`src/rtl/fetch_sequencer_pkg.sv`:
```
// Shared types and constants for the fetch sequencer.
// The FETCH_TIMEOUT_EN macro affects only fetch_sequencer itself.
package fetch_pkg;

  localparam int XLEN = 64;
  localparam int ILEN = 32;
  localparam logic [XLEN-1:0] PC_INCR = 64'd4;

  typedef enum logic [1:0] {
    IDLE  = 2'd0,
    FETCH = 2'd1,
    ISSUE = 2'd2,
    FAULT = 2'd3
  } state_e;

endpackage

```
`src/rtl/fetch_sequencer_if.sv`:
```
// Instruction-memory read bus plus the issue handshake to decode/execute.
// The master modport is the sequencer side.
interface fetch_sequencer_if;
  import fetch_pkg::*;

  logic            imem_req;
  logic [XLEN-1:0] imem_addr;
  logic            imem_ack;
  logic [ILEN-1:0] imem_rdata;
  logic [ILEN-1:0] instr;
  logic            instr_valid;
  logic            instr_ready;

  modport master (
    output imem_req, imem_addr, instr, instr_valid,
    input  imem_ack, imem_rdata, instr_ready
  );

  modport slave (
    input  imem_req, imem_addr, instr, instr_valid,
    output imem_ack, imem_rdata, instr_ready
  );

endinterface

```
`src/rtl/fetch_sequencer_pc_next_unit.sv`:
```
// Combinational next-PC: branch target (word offset scaled to bytes) or
// sequential increment, all modulo 2^64.
module pc_next_unit
  import fetch_pkg::*;
(
  input  logic [XLEN-1:0] pc,
  input  logic [XLEN-1:0] SignExt,
  input  logic            take,
  output logic [XLEN-1:0] next_pc
);

  logic signed [XLEN-1:0] offset;

  // Shifting left by two drops the offset's top two bits by construction.
  assign offset  = take ? signed'({SignExt[XLEN-3:0], 2'b00}) : signed'(PC_INCR);
  assign next_pc = pc + unsigned'(offset);

endmodule

```
`src/rtl/fetch_sequencer.sv`:
```
// Fetch/issue sequencer: IDLE -> FETCH -> ISSUE -> FETCH ...
// Optional macro FETCH_TIMEOUT_EN enables the fetch-wait timeout and FAULT state.
module fetch_sequencer
  import fetch_pkg::*;
#(
  parameter logic [XLEN-1:0] RESET_VECTOR   = 64'h0,
  parameter int unsigned     TIMEOUT_CYCLES = 15
) (
  input  logic              Clk,
  input  logic              Rst,
  fetch_sequencer_if.master bus,
  input  logic              Branch,
  input  logic              ALUZero,
  input  logic [XLEN-1:0]   SignExt,
  output logic [XLEN-1:0]   pc,
  output logic [31:0]       retired_cnt,
  output logic              fault
);

  state_e          state_q, state_d;
  logic [XLEN-1:0] pc_q, pc_d;
  logic [ILEN-1:0] instr_q, instr_d;
  logic [31:0]     retired_q, retired_d;
  logic [XLEN-1:0] next_pc;
  logic            req;
  logic            valid;
  logic [31:0]     tmo_q, tmo_d;

  pc_next_unit u_pc_next (
    .pc      (pc_q),
    .SignExt (SignExt),
    .take    (Branch & ALUZero),
    .next_pc (next_pc)
  );

  always_comb begin
    state_d   = state_q;
    pc_d      = pc_q;
    instr_d   = instr_q;
    retired_d = retired_q;
    tmo_d     = '0;
    req       = 1'b0;
    valid     = 1'b0;
    case (state_q)
      IDLE: state_d = FETCH;
      FETCH: begin
        req = 1'b1;
        if (bus.imem_ack) begin
          instr_d = bus.imem_rdata;
          state_d = ISSUE;
        end else begin
`ifdef FETCH_TIMEOUT_EN
          // tmo_q counts completed ack-less FETCH cycles before this one.
          if (tmo_q == TIMEOUT_CYCLES - 32'd1) state_d = FAULT;
          else                                  tmo_d   = tmo_q + 32'd1;
`else
          tmo_d = tmo_q;
`endif
        end
      end
      ISSUE: begin
        valid = 1'b1;
        if (bus.instr_ready) begin
          pc_d      = next_pc;
          retired_d = retired_q + 32'd1;
          state_d   = FETCH;
        end
      end
      FAULT: state_d = FAULT;
      default: state_d = IDLE;
    endcase
  end

  always_ff @(posedge Clk) begin
    if (!Rst) begin
      state_q   <= IDLE;
      pc_q      <= RESET_VECTOR;
      instr_q   <= '0;
      retired_q <= '0;
      tmo_q     <= '0;
    end else begin
      state_q   <= state_d;
      pc_q      <= pc_d;
      instr_q   <= instr_d;
      retired_q <= retired_d;
      tmo_q     <= tmo_d;
    end
  end

  assign bus.imem_req    = req;
  assign bus.imem_addr   = pc_q;
  assign bus.instr       = instr_q;
  assign bus.instr_valid = valid;
  assign pc              = pc_q;
  assign retired_cnt     = retired_q;

`ifdef FETCH_TIMEOUT_EN
  assign fault = (state_q == FAULT);
`else
  logic unused_cfg;
  assign unused_cfg = ^{TIMEOUT_CYCLES, tmo_q};
  assign fault      = 1'b0;
`endif

endmodule
```
`src/flat_wrapper.sv`:
```
// flat-port wrapper written by rule: the top's interface ports become plain ports
module fetch_sequencer_flat import fetch_pkg::*;
#(
  parameter logic [XLEN-1:0] RESET_VECTOR   = 64'h0,
  parameter int unsigned     TIMEOUT_CYCLES = 15
)
  (Clk, Rst, Branch, ALUZero, SignExt, pc, retired_cnt, fault, bus_imem_req, bus_imem_addr, bus_instr, bus_instr_valid, bus_imem_ack, bus_imem_rdata, bus_instr_ready);
  fetch_sequencer_if bus_i ();
  input  logic Clk;
  input  logic Rst;
  input  logic Branch;
  input  logic ALUZero;
  input  logic [XLEN-1:0] SignExt;
  output logic [XLEN-1:0] pc;
  output logic [31:0] retired_cnt;
  output logic fault;
  output wire logic [$bits(bus_i.imem_req)-1:0] bus_imem_req;
  output wire logic [$bits(bus_i.imem_addr)-1:0] bus_imem_addr;
  output wire logic [$bits(bus_i.instr)-1:0] bus_instr;
  output wire logic [$bits(bus_i.instr_valid)-1:0] bus_instr_valid;
  input wire logic [$bits(bus_i.imem_ack)-1:0] bus_imem_ack;
  input wire logic [$bits(bus_i.imem_rdata)-1:0] bus_imem_rdata;
  input wire logic [$bits(bus_i.instr_ready)-1:0] bus_instr_ready;
  assign bus_imem_req = bus_i.imem_req;
  assign bus_imem_addr = bus_i.imem_addr;
  assign bus_instr = bus_i.instr;
  assign bus_instr_valid = bus_i.instr_valid;
  assign bus_i.imem_ack = bus_imem_ack;
  assign bus_i.imem_rdata = bus_imem_rdata;
  assign bus_i.instr_ready = bus_instr_ready;
  fetch_sequencer #(.RESET_VECTOR(RESET_VECTOR), .TIMEOUT_CYCLES(TIMEOUT_CYCLES)) u_core (.Clk(Clk), .Rst(Rst), .bus(bus_i), .Branch(Branch), .ALUZero(ALUZero), .SignExt(SignExt), .pc(pc), .retired_cnt(retired_cnt), .fault(fault));
endmodule
```
`config.mk`:
```
export PLATFORM = sky130hd
export DESIGN_NAME = fetch_sequencer_flat
export DESIGN_NICKNAME = d
export VERILOG_FILES = /design/src/rtl/fetch_sequencer_pkg.sv /design/src/rtl/fetch_sequencer_if.sv /design/src/rtl/fetch_sequencer_pc_next_unit.sv /design/src/rtl/fetch_sequencer.sv /design/src/flat_wrapper.sv
export SDC_FILE = /design/constraint.sdc
export NUM_CORES = 1
export LEC_CHECK = 0
export BUFFER_PORTS_ARGS = -buffer_cell sky130_fd_sc_hd__buf_2
export CAP_MARGIN = 20
export CORE_ASPECT_RATIO = 0.9
export CORE_MARGIN = 2
export CORE_UTILIZATION = 52
export CTS_CLUSTER_SIZE = 10
export DETAILED_ROUTE_END_ITERATION = 10
export PLACE_DENSITY = 0.81
export SYNTH_ARGS = -nofsm -noshare
export SYNTH_HDL_FRONTEND = slang
export SYNTH_SLANG_ARGS = --single-unit
```
`constraint.sdc`:
```
create_clock -name Clk -period 4.2 [get_ports Clk]
set_clock_uncertainty 0.1 [all_clocks]
set_input_delay 0.84 -clock Clk [delete_from_list [all_inputs] [get_ports Clk]]
set_output_delay 0.84 -clock Clk [all_outputs]
set_load 0.02 [all_outputs]
```
== Word-level counts from Yosys, hierarchy flattened ==
Cells that the tools add are included.
Storage, ports and cells
  register bits: 130
  latch bits: 0
  RAM bits: 0
  memory bits (read-only): 0
  memories: 0
Cells by class
  add/subtract/negate cells: 2
  multiply operators: 0
  divide/modulo/power cells: 0
  $lt $le $gt $ge: 0
  eq/ne operators: 5
  shift-type cells: 0
  multiplexer cells: 6
  bitwise logic cells: 1
  reductions and logical operators: 4
Operators by type and width (count)
  $add A64 B64 Y64: 1
  $mux W64: 1
  $add A32 B1 Y32 const B: 1
  $pmux W2 S4: 1
  $reduce_and A2 Y1: 3
  $eq A2 B2 Y1 const B: 2
  $mux W2: 2
  $ne A2 B2 Y1 const B: 2
  $eq A2 B1 Y1 const B: 1
  $logic_not A2 Y1: 1
  $mux W1: 2
  $and A1 B1 Y1: 1

== Depth between registers and ports, before layout ==
Gate-level depths: netlist of the first run.
  depth in word-level cells: 3
  gate-level depth with buffers: 15
  gate-level depth less buffers: 14

== Modules after synthesis ==
Synthesis of the first run repeated with hierarchy kept, for this count alone.
Second synthesis, totals
  cells, all modules: 1288
  area, all modules: 9407.8 sq um
Modules (own cells, without submodules)
  fetch_sequencer: times used 1, cells each 685, area each 5467.7 sq um
  pc_next_unit: times used 1, cells each 603, area each 3940.0 sq um

== Least setup slack after synthesis of the first run ==
OpenSTA, ideal clock, no wires.
  path type: input port to flip-flop
  from: input Branch
  to: register u_core.pc_q[60] (netlist: u_core.bus.imem_addr[60])
  setup time: 0.095 ns
  arrival time: 3.502 ns
  data required time: 4.005 ns
  slack: 0.503 ns
  stages on the path: 15
  cell sequence: clkbuf_1 nand3b_1 ha_1 inv_1 fa_1 nand2b_1 a21o_1 a31o_1 o31ai_2 and3_1 o21ai_2 a2111o_1 a211oi_2 o2111ai_1 o311ai_1
Between the ends
  longest elaborated chain between the ends: 3
Ends and longest elaborated chain
  start, declared: line flat_wrapper.sv:11  | input logic Branch;
  $and A1 B1 Y1: line fetch_sequencer.sv:32  | .take (Branch & ALUZero),
  $mux W64: line fetch_sequencer_pc_next_unit.sv:15  | assign offset = take ? signed'({SignExt[XLEN-3:0], 2'b00}) : signed'(PC_INCR);
  $add A64 B64 Y64: line fetch_sequencer_pc_next_unit.sv:16  | assign next_pc = pc + unsigned'(offset);
  end signal, assigned: line fetch_sequencer.sv:83  | pc_q <= pc_d;
  end, declared: line fetch_sequencer.sv:21  | logic [XLEN-1:0] pc_q, pc_d;
No other way between the ends.
A chain may end at the register's enable or synchronous reset.

== Final worst setup path of the first run ==
  from: input Branch
  to: register u_core.pc_q[63] (netlist: u_core.bus.imem_addr[63])
Same word-level chain as after synthesis.

==> results of run 1 <==
==> stage by stage <==
step | utilization (%) | hold WS, ns
3_5_place_dp | 60.53 | 0.3430
6_report | 63.91 | 0.3529
5_1_grt | 63.91 | 0.3610
2_1_floorplan | - | 0.3824
4_1_cts | 63.91 | 0.3516
3_3_place_gp | 60.53 | 0.3391
==> cell type report <==
cell class | count | area (um2)
Clock buffer | 17 | 425.4
Clock inverter | 15 | 166.4
Fill cell | 1521 | 6336
Inverter | 17 | 65.06
Multi-Input combinational cell | 964 | 5907
Sequential cell | 128 | 2562
Tap cell | 240 | 300.3
Timing Repair Buffer | 335 | 1792
==> critical path, cell delays in order <==
cell and delay [ns]:
buf_2 0.14, buf_4 0.21, and3_1 0.21, ha_1 0.35, a21oi_1 0.27, o21ai_0 0.21, a221oi_2 0.37, o211ai_1 0.16
nor3_2 0.28, nor3_2 0.11, a31oi_1 0.39, o221a_2 0.29, o21bai_1 0.11, nand3_1 0.09
==> power breakdown <==
| part | switching, W | leakage [nW] | internal (W) |
|---|---|---|---|
| clock network | 0.000659 | 0.288 | 0.000845 |
| registers | 0.0000168 | 1.03 | 0.00124 |
| logic | 0.000225 | 4.28 | 0.000139 |
| total | 0.000901 | 5.60 | 0.00222 |
==> per-layer routing <==
layer | routed length (um) | global-route usage, % | up-vias | part of all wire (%)
li1 | - | - | 4749 | -
met1 | 11930 | 35.05 | 4406 | 44
met2 | 12600 | 45.57 | 391 | 47
met3 | 1811 | 3.993 | 50 | 6.7
met4 | 632 | 10.08 | 0 | 2.3
met5 | 0 | 0 | - | 0
==> cell families after synthesis <==
| logic type | after synthesis |
|---|---|
| xor gates and xnor gates | 74 |
| and+or+nand+nor | 503 |
| DFF | 128 |
| buffers and inverters | 152 |
| muxes | 3 |
| adders and majority gates | 63 |
| AOI/OAI and AO/OA | 316 |
| other | 1 |
==> state kept, by name, indices dropped and copies added (netlist names) <==
register,cells
u_core.state_q,2
u_core.retired_cnt,32
u_core.bus.instr,32
u_core.bus.imem_addr,62
==> placed cells by master, fill, tap and decap left out, types with 4 or more instances in the layout <==
cell / netlist / routed
nand3_1: 44 / 44
a41oi_1: 4 / 4
nand4_1: 25 / 25
o31ai_1: 5 / 5
a21boi_0: 5 / 5
o21ai_0: 44 / 44
xor2_1: 37 / 37
inv_6: 0 / 6
ha_1: 62 / 62
o21a_1: 9 / 9
nand2b_1: 7 / 7
o211ai_1: 6 / 6
a21o_1: 35 / 35
o21bai_1: 15 / 15
and3_1: 70 / 70
or2_2: 6 / 6
nand3b_1: 6 / 6
a21oi_1: 140 / 140
a211oi_1: 10 / 10
buf_2: 10 / 289
xnor2_1: 37 / 37
buf_4: 67 / 46
and2_1: 11 / 10
nor2_1: 72 / 71
dfxtp_1: 128 / 128
clkbuf_16: 0 / 17
a31oi_1: 6 / 6
inv_1: 17 / 16
or3_1: 9 / 9
nor3_1: 19 / 19
nor2b_1: 4 / 4
conb_1: 1 / 5
nand2_1: 209 / 208
and4_1: 5 / 5
==> worst min-delay path by stage <==
stage | end | slack, ns | cells after the start
3_5_place_dp | u_core.bus.instr[23]$_SDFFE_PN0P_ | 0.34 | 2
6_report | u_core.bus.instr[5]$_SDFFE_PN0P_ | 0.35 | 2
2_1_floorplan | u_core.state_q[1]$_SDFFE_PN0P_ | 0.38 | 2
5_1_grt | u_core.bus.instr[1]$_SDFFE_PN0P_ | 0.36 | 2
4_1_cts | u_core.bus.instr[23]$_SDFFE_PN0P_ | 0.35 | 2
3_3_place_gp | u_core.bus.instr[15]$_SDFFE_PN0P_ | 0.34 | 2
==> summary.txt, run 1 <==
Outcome
  • Outcome: complete, no violations

Drt
  • Residual DRC: 0
  • Vias per std cell: 5.592
  • Drt total wl: 26.97 mm
  • Vias: 9596
  • Wire length per cell: 15.72 um
  • ANT nets after route: 0
  • DRT Pass-1 Iters: 5
  • 1st-iter DRT viols: 542

Worst setup path
  • Crit Path Class: input pin to flop
  • Endpoint of the worst register-to-register path: u_core.bus.imem_addr[60]$_SDFFE_PN0P_
  • Reg2reg start: u_core.bus.imem_addr[2]$_SDFFE_PN0P_
  • CP Max Fanout: 23
  • Critical Path End: u_core.bus.imem_addr[63]$_SDFFE_PN0P_
  • Reg2reg setup slack: 0.67 ns
  • Crit path DAT: 4.03 ns
  • Crit. End Element: flop
  • Crit start category: input pin
  • Critical path origin: Branch
  • WP data required: 4.41 ns
  • Worst R2R Path Depth: 13

Logic synthesis
  • Most common cell in the netlist: nand2_1
  • Most frequent cells after synthesis: nand2_1 (209), a21oi_1 (140), dfxtp_1 (128), nor2_1 (72), and3_1 (70)
  • Adder-cell share of the synthesized area: 8.550%
  • Post-synthesis xor/xnor area fraction: 6.963%
  • Largest family of logic cells by synthesized area: simple AND/OR/NAND/NOR gates
  • Yosys warning total: 0
  • Sequential area share after synthesis: 27.53%
  • Synth Cell Area: 9308 um2
  • Register bit total from synthesis: 128
  • Top-area cell type share of the netlist area: 27.53%
  • Post-Syn Area per Cell: 7.506 um2
  • Async S/R FF share, synth: 0%
  • Compound-Gate Fraction of Synth Area: 21.47%
  • Distinct cell type count after synthesis: 72
  • Cells after synthesis: 1240
  • Largest cells by area after synthesis: dfxtp_1 (28%), nand2_1 (8.4%), ha_1 (8.3%)
  • Synth Area in Simple Gates: 25.89%
  • EDFF count, synth: 0
  • Cell type with the largest total area after synthesis: dfxtp_1
  • Mux cell area share after synthesis: 0.3226%
  • Most used DFF post-synth: dfxtp_1

CTS
  • H-tree lvl count: 4
  • CTS Buf Count: 17
  • Post-cts resize count: 0
  • Setup bufs post-CTS: 0
  • Clk slew on worst S/H paths: 0.06 ns
  • Clock Latency Late Sink: 0.43 ns
  • Root buf cell: clkbuf_16
  • CTS Sinks: 128
  • Max Buffers Root-to-Sink: 2
  • CTS tree: done
  • Number of buffers inserted by hold repair at cts: 0

Die
  • Die ar.: 18990 um2
  • I/O Pins: 297
  • Row cnt: 46
  • Die width: 145.0 um
  • Core footprint: 17550 um2
  • Die Span Y: 130.9 um
  • Initial Utilization: 53.02%

Timing
  • Period utilisation layout: 91.09%
  • TNS Setup: 0 ns
  • Slew @ Worst Pin: 0.7051 ns
  • Max Clk Rate: 0.2614 GHz
  • Final Setup Violations: 0
  • Max-slew violation count: 0
  • Worst slew margin: 53.00%
  • Tmin final: 3.826 ns
  • Unrepaired setup endpoints after global routing: false
  • Hold Fails Final Rpt: 0
  • Final setup margin: 0.3743 ns

Min path
  • Worst min path class: flop to flop
  • HP Start: u_core.bus.instr[5]$_SDFFE_PN0P_

Global routing
  • First-pass GRT wire length: 41.77 mm
  • GRT Total Usage: 26.85%
  • Initial antenna violation count: 0
  • Largest net degree at the start of global routing: 62
  • Gr ovfl total: 0
  • Vias in the first global route: 8550

Place
  • Placed Area: 10630 um2
  • Post-Place Cells: 1684
  • I/O Buffers: 289
  • Final Wtd Congestion: 0.9028
  • Post-Place Worst Slack: 0.01260 ns
  • Dpl hpwl: 19.90 mm

Layout
  • Finished Cell Area: 11220 um2
  • Inserted Diodes: 0
  • Fin cells: 1716
  • Share of cells above drive strength 1: 27.17%
  • Nets: 1628
  • Area Growth Syn to Fin: 20.53%

Job
  • Max-cap violations: 0

Power and ir drop
  • LEAKAGE: 5.603 nW
  • Pwr dens: 278.2 nW/um2
  • Tot Pwr: 0.003121 W
  • Peak supply drop: 0.0002649 V
Note: power is estimated with default switching activity, not from simulation.
==> inputs of run 2 (changes only) <==
--- a/config.mk
+++ b/config.mk
@@ -7,7 +7,6 @@
 export LEC_CHECK = 0
 export BUFFER_PORTS_ARGS = -buffer_cell sky130_fd_sc_hd__buf_2
 export CAP_MARGIN = 20
-export CORE_ASPECT_RATIO = 0.9
 export CORE_MARGIN = 2
 export CORE_UTILIZATION = 52
 export CTS_CLUSTER_SIZE = 10
==> run 2 against run 1 <==
  * Non-clock buffer count shrank 3
  * Final cell count is 0.99% lower
  * Fmax is 1.3% lower
  * Design area decreased by 0.28%
  * Worst setup slack worse by 0.050 ns
  * Global-route usage is 0.34 points higher
  * Flip-flop and latch count unchanged
  * Power fell by 2.1%
  * Critical endpoint unchanged
==> summary.txt, run 2 (synthesized netlist as in run 1, its figures left out) <==
Outcome
  • Outcome: complete, no violations

Global routing
  • Vias in the first global route: 8596
  • GRT Total Usage: 27.19%
  • Initial antenna violation count: 1
  • First-pass GRT wire length: 41.31 mm
  • Gr ovfl total: 0
  • Largest net degree at the start of global routing: 70

Die
  • Row cnt: 48
  • Die width: 137.8 um
  • Initial Utilization: 53.44%
  • Core footprint: 17420 um2
  • Die ar.: 18990 um2
  • I/O Pins: 297
  • Die Span Y: 137.8 um

Place
  • Dpl hpwl: 19.78 mm
  • I/O Buffers: 289
  • Final Wtd Congestion: 0.9565
  • Post-Place Cells: 1666
  • Post-Place Worst Slack: -0.02403 ns

Worst setup path
  • CP Max Fanout: 27
  • Worst stage delay on the critical path: 0.45 ns
  • CP max-delay cell: a31oi_1
  • WP data required: 4.42 ns
  • Endpoint of the worst register-to-register path: u_core.bus.imem_addr[60]$_SDFFE_PN0P_
  • Reg2reg start: u_core.bus.imem_addr[2]$_SDFFE_PN0P_
  • Reg2reg setup slack: 0.65 ns
  • Worst R2R Path Depth: 13
  • Crit path DAT: 4.09 ns
  • Crit. End Element: flop
  • Crit start category: input pin
  • Most used cell, CP: nor3_2
  • CP Cell Sequence: buf_2 > buf_4 > and3_1 > ha_1 > a21oi_1 > o21ai_0 > a221oi_2 > o211ai_1 > nor3_2 > nor3_2 > a31oi_1 > o221a_2 > o21bai_1 > nand3_1
  • Crit Path Class: input pin to flop

Timing
  • Worst slew margin: 59.41%
  • Unrepaired setup endpoints after global routing: false
  • Hold Fails Final Rpt: 0
  • Max Clk Rate: 0.2580 GHz
  • Final Setup Violations: 0
  • Tmin final: 3.876 ns
  • Slew @ Worst Pin: 0.6089 ns
  • Max-slew violation count: 0
  • Worst hold margin: 0.3520 ns
  • Final setup margin: 0.3241 ns
  • Period utilisation layout: 92.28%

Layout
  • Nets: 1625
  • Share of cells above drive strength 1: 27.02%
  • Area Growth Syn to Fin: 20.19%
  • Commonest non-fill, non-tap cells in the layout: buf_2 (289), nand2_1 (208), a21oi_1 (140)
  • Leading cell type in the layout, fill and taps excluded: buf_2
  • Fin cells: 1699
  • Max FFs per register: 62

Drt
  • ANT nets after route: 0
  • Drt total wl: 26.62 mm
  • Vias: 9524
  • 1st-iter DRT viols: 663
  • Residual DRC: 0
  • DRT Pass-1 Iters: 5
  • Wire length per cell: 15.67 um
  • Vias per std cell: 5.606

Power and ir drop
  • Pwr dens: 273.1 nW/um2
  • LEAKAGE: 5.594 nW
  • Tot Pwr: 0.003055 W
  • Peak supply drop: 0.0002696 V

CTS
  • H-tree lvl count: 4
  • CTS tree: done
  • Root buf cell: clkbuf_16
  • Clock Latency Late Sink: 0.43 ns
  • CTS Sinks: 128
  • CTS Buf Count: 17
  • Setup bufs post-CTS: 0
  • Clk slew on worst S/H paths: 0.07 ns
  • Post-cts resize count: 0
  • Number of buffers inserted by hold repair at cts: 0
  • Max Buffers Root-to-Sink: 2

Job
  • Max-cap violations: 0

Min path
  • HP Start: u_core.bus.instr[29]$_SDFFE_PN0P_
  • Worst min path class: flop to flop
  • Hold path depth: 2
  • Hold Path End: u_core.bus.instr[29]$_SDFFE_PN0P_
[run 2: layout make-up]
class	instances	area, um2
fill	1532	6230
multi-input combinational	964	5907
sequential	128	2562
timing repair buffer	332	1802
clock buffer	17	425.4
tap	225	281.5
clock inverter	15	141.4
inverter	17	65.06
antenna	1	2.502
[run 2: how the worst max path moves through the flow]
| stage | endpoint | slack, ns | depth (start not counted) | start |
|---|---|---|---|---|
| 2_1_floorplan | u_core.bus.imem_addr[60]$_SDFFE_PN0P_ | 0.50 | 15 | Branch |
| 3_3_place_gp | u_core.bus.imem_addr[60]$_SDFFE_PN0P_ | 0.04 | 15 | ALUZero |
| 3_5_place_dp | u_core.bus.imem_addr[60]$_SDFFE_PN0P_ | -0.02 | 15 | ALUZero |
| 4_1_cts | u_core.bus.imem_addr[60]$_SDFFE_PN0P_ | 0.39 | 15 | ALUZero |
| 5_1_grt | u_core.bus.imem_addr[31]$_SDFFE_PN0P_ | 0.13 | 14 | Branch |
| 6_report | u_core.bus.imem_addr[63]$_SDFFE_PN0P_ | 0.32 | 14 | ALUZero |
[run 2: routing by layer]
layer,up-vias,share of wire (%),track usage [%]
met5,-,0,0
met4,0,1.7,7.653
met3,41,6.2,4.820
met2,357,49,47.48
met1,4372,43,34.31
li1,4754,-,-
[run 2: critical path: cells and delay by family]
kind	cells	cell delay (ns)
adders and majority gates	1	0.28
AOI/OAI and AO/OA	7	1.81
buffers and inverters	2	0.47
and+or+nand+nor	4	0.68
[run 2: where the power goes]
group | leakage [nW] | internal (W) | switching [W] | total (W)
clock | 0.280 | 0.000786 | 0.000650 | 0.00144
combinational | 4.28 | 0.000141 | 0.000224 | 0.000365
sequential | 1.03 | 0.00124 | 0.0000167 | 0.00125
total | 5.59 | 0.00216 | 0.000891 | 0.00306
[run 2: per-stage QoR]
stage / setup TNS, ns / cell area (um2) / util (%)
5_1_grt: 0 / 11180 / 64.22
2_1_floorplan: 0 / 9323 / -
6_report: 0 / 11190 / 64.23
4_1_cts: 0 / 11180 / 64.22
3_5_place_dp: -0.02458 / 10620 / 60.96
3_3_place_gp: 0 / 10590 / 60.80
